`config.mk`:
```
export PLATFORM = sky130hd
export DESIGN_NAME = power_seq_ctrl_flat
export DESIGN_NICKNAME = d
export VERILOG_FILES = /design/src/rtl/power_pkg.sv /design/src/rtl/power_seq_ctrl_if.sv /design/src/rtl/power_seq_dom.sv /design/src/rtl/power_seq_ctrl.sv /design/src/flat_wrapper.sv
export SDC_FILE = /design/constraint.sdc
export NUM_CORES = 1
export LEC_CHECK = 0
export CORE_ASPECT_RATIO = 1.25
export CORE_MARGIN = 2
export CORE_UTILIZATION = 50
export DETAILED_ROUTE_END_ITERATION = 8
export PLACE_DENSITY = 0.73
export SYNTH_ARGS = -nofsm -noshare
export SYNTH_HDL_FRONTEND = slang
export SYNTH_SLANG_ARGS = --single-unit
```
`constraint.sdc`:
```
create_clock -name ck -period 1.7 [get_ports ck]
set_input_delay 0.425 -clock ck [delete_from_list [all_inputs] [get_ports ck]]
set_output_delay 0.425 -clock ck [all_outputs]
set_load 0.02 [all_outputs]
```
`src/rtl/power_pkg.sv`:
```
// Shared types and sizing helpers for the multi-domain power sequencer.
// Latency: n/a (types and constant functions only).
// Backpressure: n/a.
package power_pkg;

  // Per-domain sequencer state. Up path: OFF..ON. Down path: ON..OFF. ERR is a trap.
  typedef enum logic [3:0] {
    S_OFF     = 4'd0,
    S_PWR_ON  = 4'd1,
    S_RESTORE = 4'd2,
    S_ISO_REL = 4'd3,
    S_ON      = 4'd4,
    S_CLK_OFF = 4'd5,
    S_ISO     = 4'd6,
    S_SAVE    = 4'd7,
    S_PWR_OFF = 4'd8,
    S_ERR     = 4'd9
  } pseq_state_t;

  // One counter serves both the timed steps and the ack timeout.
  // It must be able to hold the larger of the two limits.
  function automatic int cnt_width(input int step_cyc, input int ack_timeout);
    int m;
    m = (step_cyc > ack_timeout) ? step_cyc : ack_timeout;
    return $clog2(m + 1);
  endfunction

endpackage

```
`src/rtl/power_seq_ctrl_if.sv`:
```
// Bundle between power-management request logic and the per-domain power cells.
// Latency: n/a (wires only).
// Backpressure: pwr_ack is the only handshake; the sequencer waits on it.
//   master: drives pwr_req/pwr_ack, observes the controls.
//   slave : the sequencer; consumes pwr_req/pwr_ack, drives every control output.
interface power_seq_ctrl_if #(
  parameter int NUM_DOM = 4
);
  logic [NUM_DOM-1:0] pwr_req;
  logic [NUM_DOM-1:0] pwr_ack;
  logic [NUM_DOM-1:0] pwr_en;
  logic [NUM_DOM-1:0] iso_n;
  logic [NUM_DOM-1:0] clk_en;
  logic [NUM_DOM-1:0] save;
  logic [NUM_DOM-1:0] restore;
  logic [NUM_DOM-1:0] dom_on;
  logic [NUM_DOM-1:0] err;
  logic               busy;

  modport master (
    output pwr_req, pwr_ack,
    input  pwr_en, iso_n, clk_en, save, restore, dom_on, err, busy
  );

  modport slave (
    input  pwr_req, pwr_ack,
    output pwr_en, iso_n, clk_en, save, restore, dom_on, err, busy
  );

endinterface

```
`src/rtl/power_seq_dom.sv`:
```
// Single-domain power sequencer: clock gate, isolation, retention and switch ordering.
// Latency: outputs are registered decodes of the state, one cycle behind the state.
// Backpressure: PWR_ON/PWR_OFF stall on pwr_ack, bounded by ACK_TIMEOUT, then ERR.
//   Ports: ck/rn clock and async active-low reset; pwr_req/pwr_ack inputs;
//   pwr_en, iso_n, clk_en, save, restore, dom_on, err, busy registered outputs.
module power_seq_dom
  import power_pkg::*;
#(
  parameter int STEP_CYC    = 2,
  parameter int ACK_TIMEOUT = 16
) (
  input  logic ck,
  input  logic rn,
  input  logic pwr_req,
  input  logic pwr_ack,
  output logic pwr_en,
  output logic iso_n,
  output logic clk_en,
  output logic save,
  output logic restore,
  output logic dom_on,
  output logic err,
  output logic busy
);

  localparam int            CW        = cnt_width(STEP_CYC, ACK_TIMEOUT);
  localparam logic [CW-1:0] STEP_LAST = CW'(STEP_CYC - 1);
  localparam logic [CW-1:0] TO_LAST   = CW'(ACK_TIMEOUT - 1);
  localparam logic [CW-1:0] CNT_MAX   = '1;

  pseq_state_t   state;
  logic [CW-1:0] cnt;

  always_ff @(posedge ck or negedge rn) begin
    if (!rn) begin
      state   <= S_OFF;
      cnt     <= '0;
      pwr_en  <= 1'b0;
      iso_n   <= 1'b0;
      clk_en  <= 1'b0;
      save    <= 1'b0;
      restore <= 1'b0;
      dom_on  <= 1'b0;
      err     <= 1'b0;
      busy    <= 1'b0;
    end else begin
      // Outputs are cumulative along the sequence: each state keeps what
      // the earlier states of the same direction set or cleared.
      pwr_en  <= state inside {S_PWR_ON, S_RESTORE, S_ISO_REL, S_ON,
                               S_CLK_OFF, S_ISO, S_SAVE};
      iso_n   <= state inside {S_ISO_REL, S_ON, S_CLK_OFF};
      clk_en  <= (state == S_ON);
      dom_on  <= (state == S_ON);
      // Counter is zero only on the first cycle after entry, giving one-cycle pulses.
      restore <= (state == S_RESTORE) && (cnt == '0);
      save    <= (state == S_SAVE) && (cnt == '0);
      err     <= (state == S_ERR);
      busy    <= !(state inside {S_OFF, S_ON, S_ERR});

      // Saturating count; any state change below overrides with a clear.
      if (cnt != CNT_MAX) cnt <= cnt + CW'(1);

      case (state)
        S_OFF: begin
          if (pwr_req) begin
            state <= S_PWR_ON;
            cnt   <= '0;
          end
        end
        S_PWR_ON: begin
          if (pwr_ack) begin
            state <= S_RESTORE;
            cnt   <= '0;
          end else if (cnt >= TO_LAST) begin
            state <= S_ERR;
            cnt   <= '0;
          end
        end
        S_RESTORE: begin
          if (cnt >= STEP_LAST) begin
            state <= S_ISO_REL;
            cnt   <= '0;
          end
        end
        S_ISO_REL: begin
          if (cnt >= STEP_LAST) begin
            state <= S_ON;
            cnt   <= '0;
          end
        end
        S_ON: begin
          if (!pwr_req) begin
            state <= S_CLK_OFF;
            cnt   <= '0;
          end
        end
        S_CLK_OFF: begin
          if (cnt >= STEP_LAST) begin
            state <= S_ISO;
            cnt   <= '0;
          end
        end
        S_ISO: begin
          if (cnt >= STEP_LAST) begin
            state <= S_SAVE;
            cnt   <= '0;
          end
        end
        S_SAVE: begin
          if (cnt >= STEP_LAST) begin
            state <= S_PWR_OFF;
            cnt   <= '0;
          end
        end
        S_PWR_OFF: begin
          if (!pwr_ack) begin
            state <= S_OFF;
            cnt   <= '0;
          end else if (cnt >= TO_LAST) begin
            state <= S_ERR;
            cnt   <= '0;
          end
        end
        S_ERR: begin
          // Leave only once the request is withdrawn and the rail is seen down.
          if (!pwr_req && !pwr_ack) begin
            state <= S_OFF;
            cnt   <= '0;
          end
        end
        default: begin
          state <= S_OFF;
          cnt   <= '0;
        end
      endcase
    end
  end

endmodule

```
`src/rtl/power_seq_ctrl.sv`:
```
// Multi-domain power sequencer: NUM_DOM independent copies of power_seq_dom.
// Latency: request sampled at edge t changes the first output at edge t+1.
// Backpressure: each domain waits on its own pwr_ack; domains never stall each other.
//   Ports: ck clock, rn async active-low reset, bus (slave side of power_seq_ctrl_if).
module power_seq_ctrl
  import power_pkg::*;
#(
  parameter int NUM_DOM     = 4,
  parameter int STEP_CYC    = 2,
  parameter int ACK_TIMEOUT = 16
) (
  input  logic              ck,
  input  logic              rn,
  power_seq_ctrl_if.slave   bus
);

  logic [NUM_DOM-1:0] pwr_en;
  logic [NUM_DOM-1:0] iso_n;
  logic [NUM_DOM-1:0] clk_en;
  logic [NUM_DOM-1:0] save;
  logic [NUM_DOM-1:0] restore;
  logic [NUM_DOM-1:0] dom_on;
  logic [NUM_DOM-1:0] err;
  logic [NUM_DOM-1:0] dom_busy;

  for (genvar g = 0; g < NUM_DOM; g++) begin : g_dom
    power_seq_dom #(
      .STEP_CYC    (STEP_CYC),
      .ACK_TIMEOUT (ACK_TIMEOUT)
    ) u_dom (
      .ck      (ck),
      .rn      (rn),
      .pwr_req (bus.pwr_req[g]),
      .pwr_ack (bus.pwr_ack[g]),
      .pwr_en  (pwr_en[g]),
      .iso_n   (iso_n[g]),
      .clk_en  (clk_en[g]),
      .save    (save[g]),
      .restore (restore[g]),
      .dom_on  (dom_on[g]),
      .err     (err[g]),
      .busy    (dom_busy[g])
    );
  end

  assign bus.pwr_en  = pwr_en;
  assign bus.iso_n   = iso_n;
  assign bus.clk_en  = clk_en;
  assign bus.save    = save;
  assign bus.restore = restore;
  assign bus.dom_on  = dom_on;
  assign bus.err     = err;
  // OR of per-domain registered terms, so it clears with the domains on reset.
  assign bus.busy    = |dom_busy;

endmodule

```
`src/flat_wrapper.sv`:
```
// flat-port wrapper written by rule: the top's interface ports become plain ports
module power_seq_ctrl_flat import power_pkg::*;
#(
  parameter int NUM_DOM     = 4,
  parameter int STEP_CYC    = 2,
  parameter int ACK_TIMEOUT = 16
)
  (ck, rn, bus_pwr_req, bus_pwr_ack, bus_pwr_en, bus_iso_n, bus_clk_en, bus_save, bus_restore, bus_dom_on, bus_err, bus_busy);
  power_seq_ctrl_if #(.NUM_DOM(NUM_DOM)) bus_i ();
  input  logic ck;
  input  logic rn;
  input wire logic [$bits(bus_i.pwr_req)-1:0] bus_pwr_req;
  input wire logic [$bits(bus_i.pwr_ack)-1:0] bus_pwr_ack;
  output wire logic [$bits(bus_i.pwr_en)-1:0] bus_pwr_en;
  output wire logic [$bits(bus_i.iso_n)-1:0] bus_iso_n;
  output wire logic [$bits(bus_i.clk_en)-1:0] bus_clk_en;
  output wire logic [$bits(bus_i.save)-1:0] bus_save;
  output wire logic [$bits(bus_i.restore)-1:0] bus_restore;
  output wire logic [$bits(bus_i.dom_on)-1:0] bus_dom_on;
  output wire logic [$bits(bus_i.err)-1:0] bus_err;
  output wire logic [$bits(bus_i.busy)-1:0] bus_busy;
  assign bus_i.pwr_req = bus_pwr_req;
  assign bus_i.pwr_ack = bus_pwr_ack;
  assign bus_pwr_en = bus_i.pwr_en;
  assign bus_iso_n = bus_i.iso_n;
  assign bus_clk_en = bus_i.clk_en;
  assign bus_save = bus_i.save;
  assign bus_restore = bus_i.restore;
  assign bus_dom_on = bus_i.dom_on;
  assign bus_err = bus_i.err;
  assign bus_busy = bus_i.busy;
  power_seq_ctrl #(.NUM_DOM(NUM_DOM), .STEP_CYC(STEP_CYC), .ACK_TIMEOUT(ACK_TIMEOUT)) u_core (.ck(ck), .rn(rn), .bus(bus_i));
endmodule
```
# Word level (Yosys, flattened, before mapping)
# Index checks and enable logic that the tools add are counted.
# op_classes
n_addsub	4
n_lt_le_gt_ge	8
n_eq_ne	72
muxes	84
reduce_logical	53
# ops
cell	count
$mux 4	44
$mux 5	32
$pmux 4 s10	4
$pmux 5 s6	4
$eq 4x3->1 const B	16
$ne 2x1->1 const B	24
$eq 4x2->1 const B	8
$eq 4x4->1 const B	8
$reduce_and 8->1	4
$reduce_bool 7->1	4
$reduce_bool 3->1	8
$add 5x1->5 const B	4
$ge 5x1->1 const B	4
$ge 5x4->1 const B	4
$logic_not 5->1	4
$ne 5x5->1 const B	4
$reduce_or 5->1	4
$eq 4x1->1 const B	4
$logic_not 4->1	4
$ne 2x2->1 const B	8
$logic_and 1x1->1	12
$logic_not 1->1	12
$reduce_or 4->1	1
# totals
regBits	64

# Logic depth before layout (Yosys ltp)
# logic_depth
depth_word	5
ltp_mapped	7
depth_no_buf	7

# By module
# From an unflattened synthesis, not the netlist that was laid out.
# hier_totals
cells_unflattened	383
area_unflattened_um2	3774.9
# by_module_without_submodules
module	instances	cells_per_inst	area_per_inst_um2
power_seq_dom at u_core.g_dom[0].u_dom ...	3	97	949.7
power_seq_dom at u_core.g_dom[3].u_dom	1	91	918.4
power_seq_ctrl	1	1	7.5

# Worst setup path after synthesis
# No wires, ideal clock.
# synth_path
path_kind	flip-flop to flip-flop
startpoint	register u_core.g_dom[0].u_dom.cnt[0]
endpoint	register u_core.g_dom[0].u_dom.state[0]
arrival_time_ns	1.784
required_ns	1.633
slack_ns	-0.151
stages_incl_launch_ff	6
path_buffers	0
period_less_slack_ns	1.851
cell_sequence	dfrtp_1 -> ha_1 -> or4_1 -> or4_4 -> o211ai_2 -> a22o_1
# synth_between
elab_chain_cells	4
word_cells_on_any_way	12
# synth_lines
item	line_no	text
start, declared	power_seq_dom.sv:32	logic [CW-1:0] cnt;
start signal, assigned	power_seq_dom.sv:61	if (cnt != CNT_MAX) cnt <= cnt + CW'(1);
$ge 5x4->1	power_seq_dom.sv:74, power_seq_dom.sv:119	
$mux 4	--	
$mux 4 (on tied branches)	--	
$pmux 4 s10	--	
end signal, assigned	power_seq_dom.sv:72	state <= S_RESTORE;
end signal, assigned	power_seq_dom.sv:75	state <= S_ERR;
end signal, assigned	power_seq_dom.sv:120	state <= S_ERR;
end, declared	power_seq_dom.sv:31	pseq_state_t state;
# Several ways; a longest one is shown, not always the timed one.
# A chain may end at the register's enable or synchronous reset.

# Final worst setup path
# layout_path
startpoint	register u_core.g_dom[0].u_dom.cnt[1]
endpoint	register u_core.g_dom[0].u_dom.state[0]
# The elaborated chain is that of the path after synthesis.

==> results.md <==
- Status: finished with violations
- Violated checks: negative setup slack
- DP Worst Slack: -352 ps
- Global-route wire length before repair: 13,600 µm
- Chip Height: 98.6 µm
- Residual DRC: 0
- Fin area: 4690 µm²
- Root Driver: clkbuf_8
- Final setup violating endpoints: 14
- Setup repair after global routing missed its margin: true
- Total GRT Usage: 0.217
- YS warnings: 0
- Synthesized area per cell: 9.09 µm²
- Congestion Overflow GR: 0
- Worst Path Max Fanout: 2
- I/O pins: 39
- Yosys cell types: 49
- EDFF count, synth: 0
- TritonRoute pass-1 iters: 4
- Switching Share: 0.411
- Vias per cell: 5.60
- Max rail drop VDD: 0.821 mV
- Placed insts: 532
- CTS buffer count: 9
- Area delta synth->final: 30.9%
- Min cycle time layout: 1890 ps
- Die W: 79.7 µm
- Least-Margin Pin Slew: 451 ps
- Sequential share of power: 0.279
- Critical Path Sink Type: flip-flop
- Syn nets: 416
- Sequential share of the synthesized area: 0.447
- Placement Cell Area: 4230 µm²
- Vias in the first global route: 3,030
- Final setup TNS: -1220 ps
- P_sw: 3.67 mW
- Hold bufs inserted after CTS: 0
- Diodes inserted: 0
- CP required: 1990 ps
- Pins Over Slew Limit: 0
- Synth Flop Type: dfrtp_1
- H-tree depth: 3
- Ys async rst share: 1.00
- R2R Path Start: u_core.g_dom[0].u_dom.cnt[1]
- Comb power frac: 0.556
- CTS tree: yes
- Initial antenna violation count: 0
- Crit. Startpoint: u_core.g_dom[0].u_dom.cnt[1]
- Clock slew at reported path FFs: 80 ps
- Fin. Hold Viols: 0
- Crit Path Class: reg -> reg
- HPWL Detailed: 5430 µm
- Synth Instances: 394
- FMAX: 0.528 GHz
- Final worst-path cycle share: 1.11
- Clk pwr share: 0.166
- Area of the core: 6930 µm²
- Clock sinks: 64
- Final wirelength: 8010 µm
- Startpoint types: flip-flop
- Critical path arrival: 2190 ps
- Power Internal: 5.26 mW
- Die Area: 7860 µm²
- Worst Skew: 7.85 ps
- Placer Congestion: 0.885
- Post-layout util: 0.676
- Maxcap violations: 0
- DR iter-0 viols: 150
- Flops & latches, synth: 64
- Clock Latency Late Sink: 350 ps
- Placement row count: 34
- R2R depth: 6
- Worst Slack Setup Final: -193 ps
- Fillcell total: 522
- Mapped Area: 3580 µm²
- Pin count of the biggest net entering global routing: 65
- Post-route insts no fill: 555
- HP Class: in -> async
- Clock buffer depth: 2
- Pleak: 2.26 nW
- Antenna Nets Post-Route: 0
- Rel. slew slack: 0.699
- Power Dens Cells: 1910 nW/µm²
- Starting Density: 0.517
- Drt wl/cell: 14.4 µm
- Net count, final: 482
- Port Buf Inserts: 38
- Routed vias: 3,108
- Share of layout cells above drive strength 1: 0.267
==> per-stage QoR <==
| stage | total power [mW] | hold slack, ps |
|---|---|---|
| after floorplan | 5.31 | 129 |
| after global placement | 6.76 | 461 |
| after detailed placement | 6.88 | 464 |
| after CTS | 8.61 | 93.8 |
| after global routing | 9.57 | 106 |
| final | 8.93 | 68.5 |
==> Yosys cell counts, types with 7 or more instances <==
cell | number | area [µm²]
a31oi_1 | 11 | 68.8
buf_4 | 28 | 210
xnor2_1 | 7 | 61.3
nand2_1 | 23 | 86.3
nand3_1 | 8 | 40.0
inv_1 | 17 | 63.8
dfrtp_1 | 64 | 1600
nor2_1 | 44 | 165
nor4_1 | 8 | 50.1
clkbuf_1 | 16 | 60.1
o21ai_0 | 29 | 145
ha_1 | 12 | 150
nor3_1 | 15 | 75.1
a21oi_1 | 26 | 130
==> final cells by class <==
class	count	area, µm²	area share
multi-input combinational	268	1810	0.386
sequential	64	1610	0.343
timing repair buffer	100	876	0.187
clock buffer	11	141	0.0302
tap	90	113	0.0240
clock inverter	5	80.1	0.0171
inverter	17	63.8	0.0136
==> sequential cells by signal, indices dropped and copies added, names as in the netlist <==
register / cells
u_core.g_dom.u_dom.busy: 4
u_core.g_dom.u_dom.restore: 4
u_core.g_dom.u_dom.cnt: 20
u_core.g_dom.u_dom.dom_on: 4
u_core.g_dom.u_dom.err: 4
u_core.g_dom.u_dom.save: 4
u_core.g_dom.u_dom.iso_n: 4
u_core.g_dom.u_dom.state: 16
u_core.g_dom.u_dom.pwr_en: 4
==> path summary, 6_finish.rpt <==
path                                                  endpoint  slack, ps
worst min register to register    u_core.g_dom[3].u_dom.cnt[4]        540
max in group asynchronous       u_core.g_dom[1].u_dom.state[0]       1330
worst max-delay path            u_core.g_dom[0].u_dom.state[0]       -190
min in group ck                   u_core.g_dom[3].u_dom.cnt[4]        540
worst max register to register  u_core.g_dom[0].u_dom.state[0]       -190
worst min-delay path                 u_core.g_dom[0].u_dom.err         70
==> cell families (layout without fill, tap and decap cells) <==
kind of cell / count (synthesis) / in the layout / synth area share
AND/OR/NAND/NOR: 142 / 142 / 0.205
AO/OA/AOI/OAI: 101 / 101 / 0.178
flip-flops: 64 / 64 / 0.447
XOR/XNOR: 11 / 11 / 0.0269
adder cells (fa/ha/maj): 12 / 12 / 0.0419
multiplexers: 2 / 2 / 0.00594
buffers and inverters: 62 / 133 / 0.0947
==> critical path, cell delays in order, from the launching register on <==
cell      delay (ps)
dfrtp_1          370
inv_2             50
ha_2             160
or4_4            510
or4_4            450
o211ai_2         160
a22o_1           140
==> routing by layer <==
metal  GRT usage  wire [µm]  up-vias
li1            -          -     1502
met1       0.260       3340     1525
met2       0.368       4220       66
met3      0.0421        299       15
met4       0.109        153        0
met5           0          0        -
==> what timing repair did <==
item | CTS | global route
buffers inserted | 5 | 3
resized for setup | 33 | 44
endpoints found under the hold margin | 0 | 0
pin swaps | 8 | 16
setup endpoints to repair | 34 | 47
==> layout by cell type, fill, tap and decap left out, types with 3 or more instances in the layout <==
cell type         n
o21bai_1          4
inv_1            15
o31ai_1           4
o21a_1            5
o21ai_0          25
or4_4             3
nand2b_1          4
dfrtp_1          60
or2_2             4
ha_1             10
nor2_2            5
nand4_1           4
a31oi_1          11
nand3b_1          6
clkdlybuf4s50_1   8
buf_4            60
nor4_1            5
nor3b_1           4
nor3_1           13
clkbuf_8         10
dfrtp_2           4
nand3_1           8
a21oi_1          22
and3_1            6
xor2_1            4
dlymetal6s2s_1   14
a21oi_2           4
nor2_1           38
dlygate4sd2_1    14
xnor2_1           7
nand2_1          22
nor4b_1           3
==> power groups by stage <==
stage	Clock (mW)	Sequential, mW	Combinational (mW)
final	1.48	2.49	4.97
after CTS	1.49	2.45	4.67
after floorplan	0	2.34	2.96
after global routing	1.56	2.56	5.45
after global placement	0	2.45	4.31
after detailed placement	0	2.47	4.41
(Power assumes the default switching activity.)
